[src/rtl/cpu_pkg.sv]
// Shared CPU definitions: datapath widths and the reorder-buffer entry layout.
package cpu_pkg;

    localparam int unsigned XLEN       = 32;
    localparam int unsigned REG_ADDR_W = 5;

    // One in-flight instruction awaiting in-order retirement.
    typedef struct packed {
        logic                  valid;
        logic                  done;
        logic                  has_dest;
        logic [REG_ADDR_W-1:0] rd;
        logic [XLEN-1:0]       data;
    } rob_entry_t;

endpackage

[src/rtl/reorder_buffer.sv]
// In-order retirement buffer feeding the architectural register file.
// Dispatch allocates entries in program order, execution units complete
// them by tag out of order, and the oldest completed entry retires one per
// cycle onto the register file write port.
//
// Ports:
//   clk, rst_n         clock, synchronous active-low reset
//   flush              discard every in-flight entry this cycle
//   alloc_*            dispatch handshake; alloc_tag is the granted entry
//   wb_*               out-of-order result writeback by tag
//   commit_*           register file write port (rd / rd_data / RegWrite)
//   empty, count       occupancy status
module reorder_buffer
    import cpu_pkg::*;
#(
    parameter  int unsigned DEPTH = 8,
    localparam int unsigned TAG_W = $clog2(DEPTH)
) (
    input  logic                  clk,
    input  logic                  rst_n,
    input  logic                  flush,

    input  logic                  alloc_valid,
    output logic                  alloc_ready,
    input  logic [REG_ADDR_W-1:0] alloc_rd,
    input  logic                  alloc_has_dest,
    output logic [TAG_W-1:0]      alloc_tag,

    input  logic                  wb_valid,
    input  logic [TAG_W-1:0]      wb_tag,
    input  logic [XLEN-1:0]       wb_data,

    output logic                  commit_valid,
    output logic [REG_ADDR_W-1:0] commit_rd,
    output logic [XLEN-1:0]       commit_rd_data,
    output logic                  commit_reg_write,

    output logic                  empty,
    output logic [TAG_W:0]        count
);

    localparam int unsigned PTR_W = TAG_W + 1;

    rob_entry_t entries [DEPTH];

    // Pointers carry an extra wrap bit to tell full from empty.
    logic [PTR_W-1:0] head;
    logic [PTR_W-1:0] tail;
    logic [TAG_W-1:0] head_idx;
    logic [TAG_W-1:0] tail_idx;
    logic             full;
    logic             alloc_fire;
    logic             wb_hit;
    rob_entry_t       head_entry;

    assign head_idx   = head[TAG_W-1:0];
    assign tail_idx   = tail[TAG_W-1:0];
    assign full       = (head_idx == tail_idx) && (head[TAG_W] != tail[TAG_W]);
    assign empty      = (head == tail);
    assign count      = tail - head;
    assign alloc_ready = !full;
    assign alloc_tag  = tail_idx;
    assign alloc_fire = alloc_valid && alloc_ready;
    assign wb_hit     = wb_valid && entries[wb_tag].valid;
    assign head_entry = entries[head_idx];

    // Retire port: driven straight from registered head state, zeroed when idle.
    always_comb begin
        commit_valid     = 1'b0;
        commit_rd        = '0;
        commit_rd_data   = '0;
        commit_reg_write = 1'b0;
        if (rst_n && !flush && head_entry.valid && head_entry.done) begin
            commit_valid     = 1'b1;
            commit_rd        = head_entry.rd;
            commit_rd_data   = head_entry.data;
            commit_reg_write = head_entry.has_dest && (head_entry.rd != '0);
        end
    end

    // Entry and pointer updates. Alloc never targets a valid entry (blocked
    // when full), so wb/alloc/commit never collide on the same slot.
    always_ff @(posedge clk) begin
        if (!rst_n || flush) begin
            for (int unsigned i = 0; i < DEPTH; i++) begin
                entries[i].valid <= 1'b0;
                entries[i].done  <= 1'b0;
            end
            head <= '0;
            tail <= '0;
        end else begin
            if (wb_hit) begin
                entries[wb_tag].done <= 1'b1;
                entries[wb_tag].data <= wb_data;
            end
            if (alloc_fire) begin
                entries[tail_idx].valid    <= 1'b1;
                entries[tail_idx].done     <= 1'b0;
                entries[tail_idx].has_dest <= alloc_has_dest;
                entries[tail_idx].rd       <= alloc_rd;
                tail                       <= tail + PTR_W'(1);
            end
            if (commit_valid) begin
                entries[head_idx].valid <= 1'b0;
                head                    <= head + PTR_W'(1);
            end
        end
    end

endmodule

[config.mk]
export PLATFORM = sky130hd
export DESIGN_NAME = reorder_buffer
export DESIGN_NICKNAME = d
export VERILOG_FILES = /design/src/rtl/cpu_pkg.sv /design/src/rtl/reorder_buffer.sv
export SDC_FILE = /design/constraint.sdc
export NUM_CORES = 1
export LEC_CHECK = 0
export ABC_AREA = 1
export CAP_MARGIN = 20
export CORE_UTILIZATION = 60
export DETAILED_ROUTE_END_ITERATION = 12
export PLACE_DENSITY = 0.81
export SETUP_SLACK_MARGIN = 0.4
export SLEW_MARGIN = 20
export SYNTH_ARGS = -nofsm -noshare
export SYNTH_HDL_FRONTEND = slang
export SYNTH_SLANG_ARGS = --single-unit
[constraint.sdc]
create_clock -name clk -period 4.51 [get_ports clk]
set_clock_uncertainty 0.1 [all_clocks]
set_input_delay 0.6765 -clock clk [delete_from_list [all_inputs] [get_ports clk]]
set_output_delay 0.6765 -clock clk [all_outputs]
set_load 0.1 [all_outputs]
======== Word-level counts from Yosys, hierarchy flattened ========
Memories as Yosys holds them, arrays and structs flattened. A register that Yosys moved wholly into a read port is not among the register bits.
Cells that the tools add are included.
word-level totals
  bits of input ports ..................... 46
  memory bits (writable) .................. 320
  output and inout bits ................... 48
  memories ................................ 1
  register bits after elaboration ......... 8
  logic and storage cells ................. 50
memory list
  memory   words  width  read ports  clocked after memory_dff  wr ports  line                  text
  entries  8      40     2           1                         8         reorder_buffer.sv:44  rob_entry_t entries [DEPTH];
cells by class
  reductions and logical operators ........ 15
  equality and inequality tests ........... 3
  $add $sub $neg .......................... 3
  muxes and demuxes ....................... 26
operator list
  cell                                                            count
  40-bit 2-to-1 mux                                               3
  40-bit OR reduction                                             3
  32-bit 2-to-1 mux                                               1
  3-bit 2-to-1 mux                                                7
  1-bit 2-to-1 mux                                                13
  4-bit by 1-bit adder with 4-bit output (second input constant)  2
  1-bit logical AND                                               7
  5-bit 2-to-1 mux                                                1
  5-bit nonzero test                                              1
  4-bit equality test                                             1
  4-bit 2-to-1 mux                                                1
  4-bit subtractor                                                1
  3-bit equality test                                             1
  1-bit zero test                                                 3
  1-bit logical OR                                                1
  1-bit != test                                                   1

======== Logic depth before layout (Yosys ltp) ========
Gate-level depths: netlist of run 1.
  depth in word-level cells ............... 10
  mapped depth ............................ 13
  mapped depth without buffers ............ 11

======== Least setup slack after synthesis of run 1 ========
OpenSTA, ideal clock, no wires.
  path type ............................... register -> output
  from .................................... reg tail[0]
  to ...................................... out empty
  path buffers ............................ 0
  required time ........................... 3.733 ns
  cell stages (with the launch flop) ...... 5
  path slack .............................. -0.476 ns
  data arrival time ....................... 4.209 ns
  cells stage by stage .................... dfxtp_1 > inv_1 > ha_1 > inv_1 > nor4_1
on the way
  word-level cells in the longest chain between the ends .. 1
ends and longest elaborated chain
  item                    line                   text
  from (decl)             reorder_buffer.sv:48   logic [PTR_W-1:0] tail;
  from (signal assigned)  reorder_buffer.sv:101  tail <= tail + PTR_W'(1);
  4-bit equality test     reorder_buffer.sv:59   assign empty = (head == tail);
  to (decl)               reorder_buffer.sv:38   output logic empty,
Every way passes these cells.

==> metrics.md, run 1 <==
| Metric | Value |
|---|---|
| Synthesis-stage register bit count | `331` |
| Vias per std cell | `6.04` |
| Setup TNS | `0 ps` |
| Finished Layout Cells | `1547` |
| DR pass1 iterations | `6` |
| Final Cycle Share | `0.877` |
| CTS hold repair buffers | `0` |
| Pins Over Slew Limit | `0` |
| Psw | `1170 µW` |
| Combinational fraction of design power | `0.022` |
| Endpoints failing setup | `0` |
| Pwr per Cell Area | `369 nW/µm²` |
| Final Hold Vio Count | `0` |
| Gr usage total | `0.262` |
| Placed inst area | `about 15000 µm²` |
| DR DRC count | `0` |
| EDFF count, synth | `approximately 300` |
| Initial core utilization | `0.611` |
| Fraction of registers with async set/reset | `0` |
| Final RePlAce weighted congestion | `0.877` |
| Total power | `~6000 µW` |
| Switching Fraction | `0.195` |
| Reg2Reg Setup Slack | `between 1500 and 2000 ps` |
| CTS H-tree lvls | `1` |
| Dpl hpwl | `between 15 and 20 mm` |
| RSZ-0062 raised after global routing | `false` |
| Clock power share | `0.420` |
| Clk sink count | `331` |
| CTS Buf Count | `31` |
| WP data required | `3730 ps` |
| Syn_nets | `between 1000 and 1500` |
| Fmax | `253 MHz` |
| Syn Area/Cell | `11.8 µm²` |
| Syn. warnings | `0` |
| Worst Hold Class | `reg2reg` |
| TritonCTS clock tree | `yes` |
| I/O Buffers | `between 90 and 100` |
| Synth cell count leaders | `304 x edfxtp_1, 231 x nand2_1, 144 x a21oi_1, 137 x nor2_1, 64 x a22oi_1` |
| Longest Clk Path Bufs | `3` |
| WL/cell | `19.9 µm` |
| Die area | `23700 µm²` |
| DRT iter0 DRCs | `959` |
| Post-CTS sizing | `0` |
| Minimum clock period | `3950 ps` |
| FP Rows | `55` |
| Predominant post-synthesis flop cell | `edfxtp_1` |
| Die height | `154 µm` |
| Initial antenna violation count | `1` |
| Slew headroom | `0.272` |
| Vias in the first global route | `9003` |
| Chip Width | `154 µm` |
| Max-Cap Viols | `0` |
| Final core occ | `0.719` |
| Boundary pin count | `94` |
| Global-route wire length before repair | `47.6 mm` |
| Synth area leaders | `edfxtp_1 66%, nand2_1 6.3%, a21oi_1 5.2%` |
| Worst-path fanout max | `84` |
| GR Overflow Total | `0` |
| Layout cells sized above 1 | `0.113` |
| Largest net degree at the start of global routing | `around 110` |
| Setup Fix Bufs, Post-CTS | `0` |
| Area grow syn2layout | `17.8%` |
| Final wirelength | `30.7 mm` |
| Design area | `16300 µm²` |
| Number of distinct library cells after synthesis | `33` |
| Worst setup SP type | `register` |
| Sequential Power Share | `0.558` |
| Post-synth top area share | `0.660` |
| Int Pwr | `just under 5000 µW` |
| Outcome | `complete, no violations` |
| Nets | `1289` |
| CP arrival | `3180 ps` |
| Peak VDD IR | `0.350 mV` |
| Placed Instances | `about 1500` |
| Worst slew pin tran | `1090 ps` |
| Top-count cell post-synth | `edfxtp_1` |
| Later-pin clock latency in the skew report | `560 ps` |
| Synth Cell Area | `13800 µm²` |
| Crit Path Category | `reg2out` |
| Crit end category | `output port` |
| Leakage power | `between 0.005 and 0.006 µW` |
| Root Driver | `clkbuf_16` |
| CORE AREA | `22600 µm²` |
| Gate Count Post-Synth | `between 1000 and 1500` |
| Via count | `9345` |
| Reg clk slew, reported paths | `60 ps` |
| Share of the yosys chip area belonging to registers | `0.699` |
| Yosys top cell by area | `edfxtp_1` |
| Routed Antenna Nets | `0` |
[area by class of cell]
class                      count  area [µm²]
sequential                   331        9680
fill                        1386        6360
multi-input combinational    712        3590
timing repair buffer         110        1470
clock buffer                  45         901
tap                          285         357
inverter                      51         194
clock inverter                12        92.6
antenna                        1        2.50
[routing by layer]
metal | share of wire | vias to the layer above | global-route usage | routed length (µm)
li1 | - | 4290 | - | -
met1 | 0.39 | 4482 | 0.344 | 11900
met2 | 0.50 | 505 | 0.453 | 15400
met3 | 0.090 | 68 | 0.0392 | 2760
met4 | 0.022 | 0 | 0.0819 | 689
met5 | 0 | - | 0 | 0
[worst paths after layout]
path                                   from                        end  cells past startpoint
setup / recovery                   register           commit_reg_write                      9
setup reg to reg       tail[0]$_SDFFE_PP0P_   entries[2][35]$_DFFE_PP_                      5
hold reg to reg   entries[5][38]$_SDFF_PP0_  entries[5][38]$_SDFF_PP0_                      2
hold / removal    entries[5][38]$_SDFF_PP0_  entries[5][38]$_SDFF_PP0_                      2
[per-stage QoR]
step	hold slack [ps]	worst slack, ps
after floorplan	345	247
final	368	555
after global routing	379	405
after CTS	366	521
after detailed placement	355	994
after global placement	355	1000
[cell families (layout without fill, tap and decap cells)]
logic type / count (synthesis) / count (layout) / share of synthesized area
xor+xnor: 4 / 4 / 0.00253
buf+inv: 124 / 218 / 0.0441
fa+ha+maj: 6 / 6 / 0.00597
compound gates: 243 / 243 / 0.101
flops: 331 / 331 / 0.699
other cells: 0 / 1 / 0
simple gates: 459 / 459 / 0.147
[power by group through the flow]
| stage | Combinational [µW] | Clock (µW) | Sequential, µW |
|---|---|---|---|
| after floorplan | 48.7 | 0 | 3420 |
| after global placement | 127 | 0 | 3420 |
| after detailed placement | 131 | 0 | 3420 |
| after CTS | 132 | 2540 | 3350 |
| after global routing | 143 | 2650 | 3350 |
| final | 133 | 2520 | 3350 |
[registers in the layout (all words and copies together), names as in the netlist, named ones only]
name	flops
entries	320
head	4
tail	4
[worst max-delay path, cell delays in order (launching register included)]
cell and delay [ps]:
dfxtp_4 530, inv_4 220, buf_4 710, o21ai_0 320, nand3_1 160, nand2_1 110, nand3_1 90, nor2_1 50
nor2_1 170, buf_12 200
[placed cells by master (no fill, tap or decap), types with 16 or more instances in the layout]
| cell type | count |
|---|---|
| a21oi_1 | 144 |
| a22oi_1 | 64 |
| buf_12 | 41 |
| buf_4 | 16 |
| clkbuf_16 | 33 |
| clkdlybuf4s50_1 | 53 |
| dfxtp_1 | 24 |
| edfxtp_1 | 304 |
| inv_1 | 47 |
| nand2_1 | 231 |
| nand3_1 | 35 |
| nor2_1 | 137 |
| nor3_2 | 17 |
| o21ai_0 | 28 |
Power figures use the tool's default switching activity.
==> run 2, diff against run 1 <==
--- a/config.mk
+++ b/config.mk
@@ -6,7 +6,8 @@
 export NUM_CORES = 1
 export LEC_CHECK = 0
 export ABC_AREA = 1
-export CAP_MARGIN = 20
+export CAP_MARGIN = 10
+export CORE_MARGIN = 1
 export CORE_UTILIZATION = 60
 export DETAILED_ROUTE_END_ITERATION = 12
 export PLACE_DENSITY = 0.81
==> constraint.sdc (replaced) <==
create_clock -name clk -period 4.8 [get_ports clk]
set_clock_uncertainty 0.1 [all_clocks]
set_input_delay 0.72 -clock clk [delete_from_list [all_inputs] [get_ports clk]]
set_output_delay 0.72 -clock clk [all_outputs]
set_load 0.1 [all_outputs]
==> metrics.md, run 2 (synthesis gave the netlist of run 1 again) <==
| Metric | Value |
|---|---|
| WL/cell | `approximately 20 µm` |
| RSZ-0062 raised after global routing | `false` |
| Final Hold Vio Count | `0` |
| Boundary pin count | `94` |
| FP Rows | `55` |
| Largest stage delay on the critical path | `550 ps` |
| GR Overflow Total | `0` |
| Worst Hold Class | `reg2reg` |
| Initial core utilization | `0.611` |
| Setup TNS | `0 ps` |
| Largest regs | `entries: 320 flops, head: 4 flops, tail: 4 flops` |
| Critical path destination | `commit_rd_data[31]` |
| Most frequent cells in the layout | `304 x edfxtp_1, 231 x nand2_1, 144 x a21oi_1, 137 x nor2_1, 64 x a22oi_1` |
| PnR worst setup slack | `469 ps` |
| Root Driver | `clkbuf_16` |
| Via count | `9448` |
| DRT iter0 DRCs | `970` |
| Hold depth | `2` |
| Post-CTS sizing | `0` |
| Cell depth of the worst setup path | `8` |
| Peak VDD IR | `0.318 mV` |
| Dpl hpwl | `17.3 mm` |
| Critical Path Most Common Cell | `buf_4` |
| Final RePlAce weighted congestion | `about 0.83` |
| Setup Fix Bufs, Post-CTS | `0` |
| Register Area | `9680 µm²` |
| Sequential Power Share | `0.525` |
| Multi-input logic area | `3560 µm²` |
| Crit Path Category | `reg2out` |
| WP buf/inv | `4` |
| CTS hold repair buffers | `0` |
| Worst slew pin tran | `975 ps` |
| Worst-path fanout max | `42` |
| Slowest cell on crit path | `dfxtp_2` |
| Crit end category | `output port` |
| CORE AREA | `about 23000 µm²` |
| Later-pin clock latency in the skew report | `~580 ps` |
| Final wirelength | `31.8 mm` |
| Reg2Reg Setup Slack | `1860 ps` |
| Max-Cap Viols | `0` |
| Kind of cell adding the most delay to the critical path | `buffers and inverters` |
| WHS | `between 300 and 400 ps` |
| CP arrival | `3510 ps` |
| Setup Slack @ Placement | `1080 ps` |
| Initial antenna violation count | `2` |
| DR DRC count | `0` |
| Combinational fraction of design power | `0.021` |
| Total power | `6000 µW` |
| Max reg flops | `320` |
| Int Pwr | `4870 µW` |
| Reg clk slew, reported paths | `roughly 60 ps` |
| Outcome | `complete, no violations` |
| Vias per std cell | `6.09` |
| DR pass1 iterations | `6` |
| Leakage power | `0.00600 µW` |
| Pins Over Slew Limit | `0` |
| Longest Clk Path Bufs | `3` |
| Psw | `1130 µW` |
| Routed Antenna Nets | `0` |
| Minimum clock period | `4330 ps` |
| Fill count | `1352` |
| Worst setup SP type | `register` |
| CTS Buf Count | `31` |
| Endpoints failing setup | `0` |
| Cells along the critical path | `inv_2 > buf_4 > buf_4 > a21oi_1 > a22oi_1 > nor2_1 > nor3_1 > buf_12` |
| Gr usage total | `0.276` |
| Nets | `1292` |
| Largest net degree at the start of global routing | `between 80 and 90` |
| Final Cycle Share | `0.902` |
| Slew headroom | `0.348` |
| Chip Width | `154 µm` |
| Clock power share | `0.454` |
| Global-route wire length before repair | `49.8 mm` |
| Layout cells sized above 1 | `0.118` |
| Clk sink count | `331` |
| Area grow syn2layout | `18.7%` |
| Fmax | `231 MHz` |
| Reg with most FFs | `entries` |
| Pwr per Cell Area | `365 nW/µm²` |
| Most common cell after layout, fill and taps aside | `edfxtp_1` |
| TritonCTS clock tree | `yes` |
| Switching Fraction | `0.189` |
| Die area | `around 24000 µm²` |
| CTS H-tree lvls | `1` |
| I/O Buffers | `93` |
| Vias in the first global route | `around 9500` |
| WP data required | `3980 ps` |
| Die height | `154 µm` |
| Reg2reg path depth | `9` |
## run 2: changes by cell type in the layout (fill, tap and decap cells not counted), sizes merged
| cell | previous run | this run |
|---|---|---|
| clkbuf | 45 | 36 |
| clkdlybuf4s50 | 53 | 54 |
| bufinv | 1 | 8 |
| clkinvlp | 0 | 1 |
| clkinv | 10 | 12 |
| buf | 57 | 59 |
## run 2: cell type report
cell class	count	area share
Antenna cell	1	0.000152
Clock buffer	36	0.0509
Clock inverter	22	0.0196
Inverter	51	0.0118
Multi-Input combinational cell	712	0.217
Sequential cell	331	0.590
Tap cell	285	0.0217
Timing Repair Buffer	113	0.0891
## run 2: power by group through the flow
stage               clock network (µW)  logic (µW)  registers, µW
finish                            2720         126           3150
global route                      2860         135           3150
detailed placement                   0         124           3210
CTS                               2740         125           3150
global placement                     0         119           3210
floorplan                            0        45.7           3210
## run 2: how the worst min path moves through the flow
stage | startpoint | end | slack (ps)
floorplan | entries[4][38]$_SDFF_PP0_ | entries[4][38]$_SDFF_PP0_ | 340
global placement | entries[2][38]$_SDFF_PP0_ | entries[2][38]$_SDFF_PP0_ | 350
detailed placement | entries[7][38]$_SDFF_PP0_ | entries[7][38]$_SDFF_PP0_ | 360
CTS | entries[1][38]$_SDFF_PP0_ | entries[1][38]$_SDFF_PP0_ | 370
global route | entries[2][38]$_SDFF_PP0_ | entries[2][38]$_SDFF_PP0_ | 400
finish | entries[1][38]$_SDFF_PP0_ | entries[1][38]$_SDFF_PP0_ | 380
## run 2: metrics by stage
step / instance area (µm²) / std cells / util
final: 16400 / 1551 / 0.725
after global routing: 16400 / 1550 / 0.725
after CTS: 16400 / 1550 / 0.724
after detailed placement: 15200 / 1492 / 0.673
after global placement: 15200 / 1492 / 0.673
after floorplan: 13800 / 1167 / -
## run 2: metal layers
metal	vias up	wire (µm)	track usage
met5	-	12	0
met4	2	1130	0.131
met3	95	2900	0.0485
met2	522	15700	0.460
met1	4531	12000	0.353
li1	4298	-	-
## run 2: worst register-to-register path, delay by kind of cell (launching register included)
| family | cells | cell delay (ps) |
|---|---|---|
| flip-flops | 1 | 830 |
| buffers and inverters | 3 | 1120 |
| AND/OR/NAND/NOR | 6 | 780 |
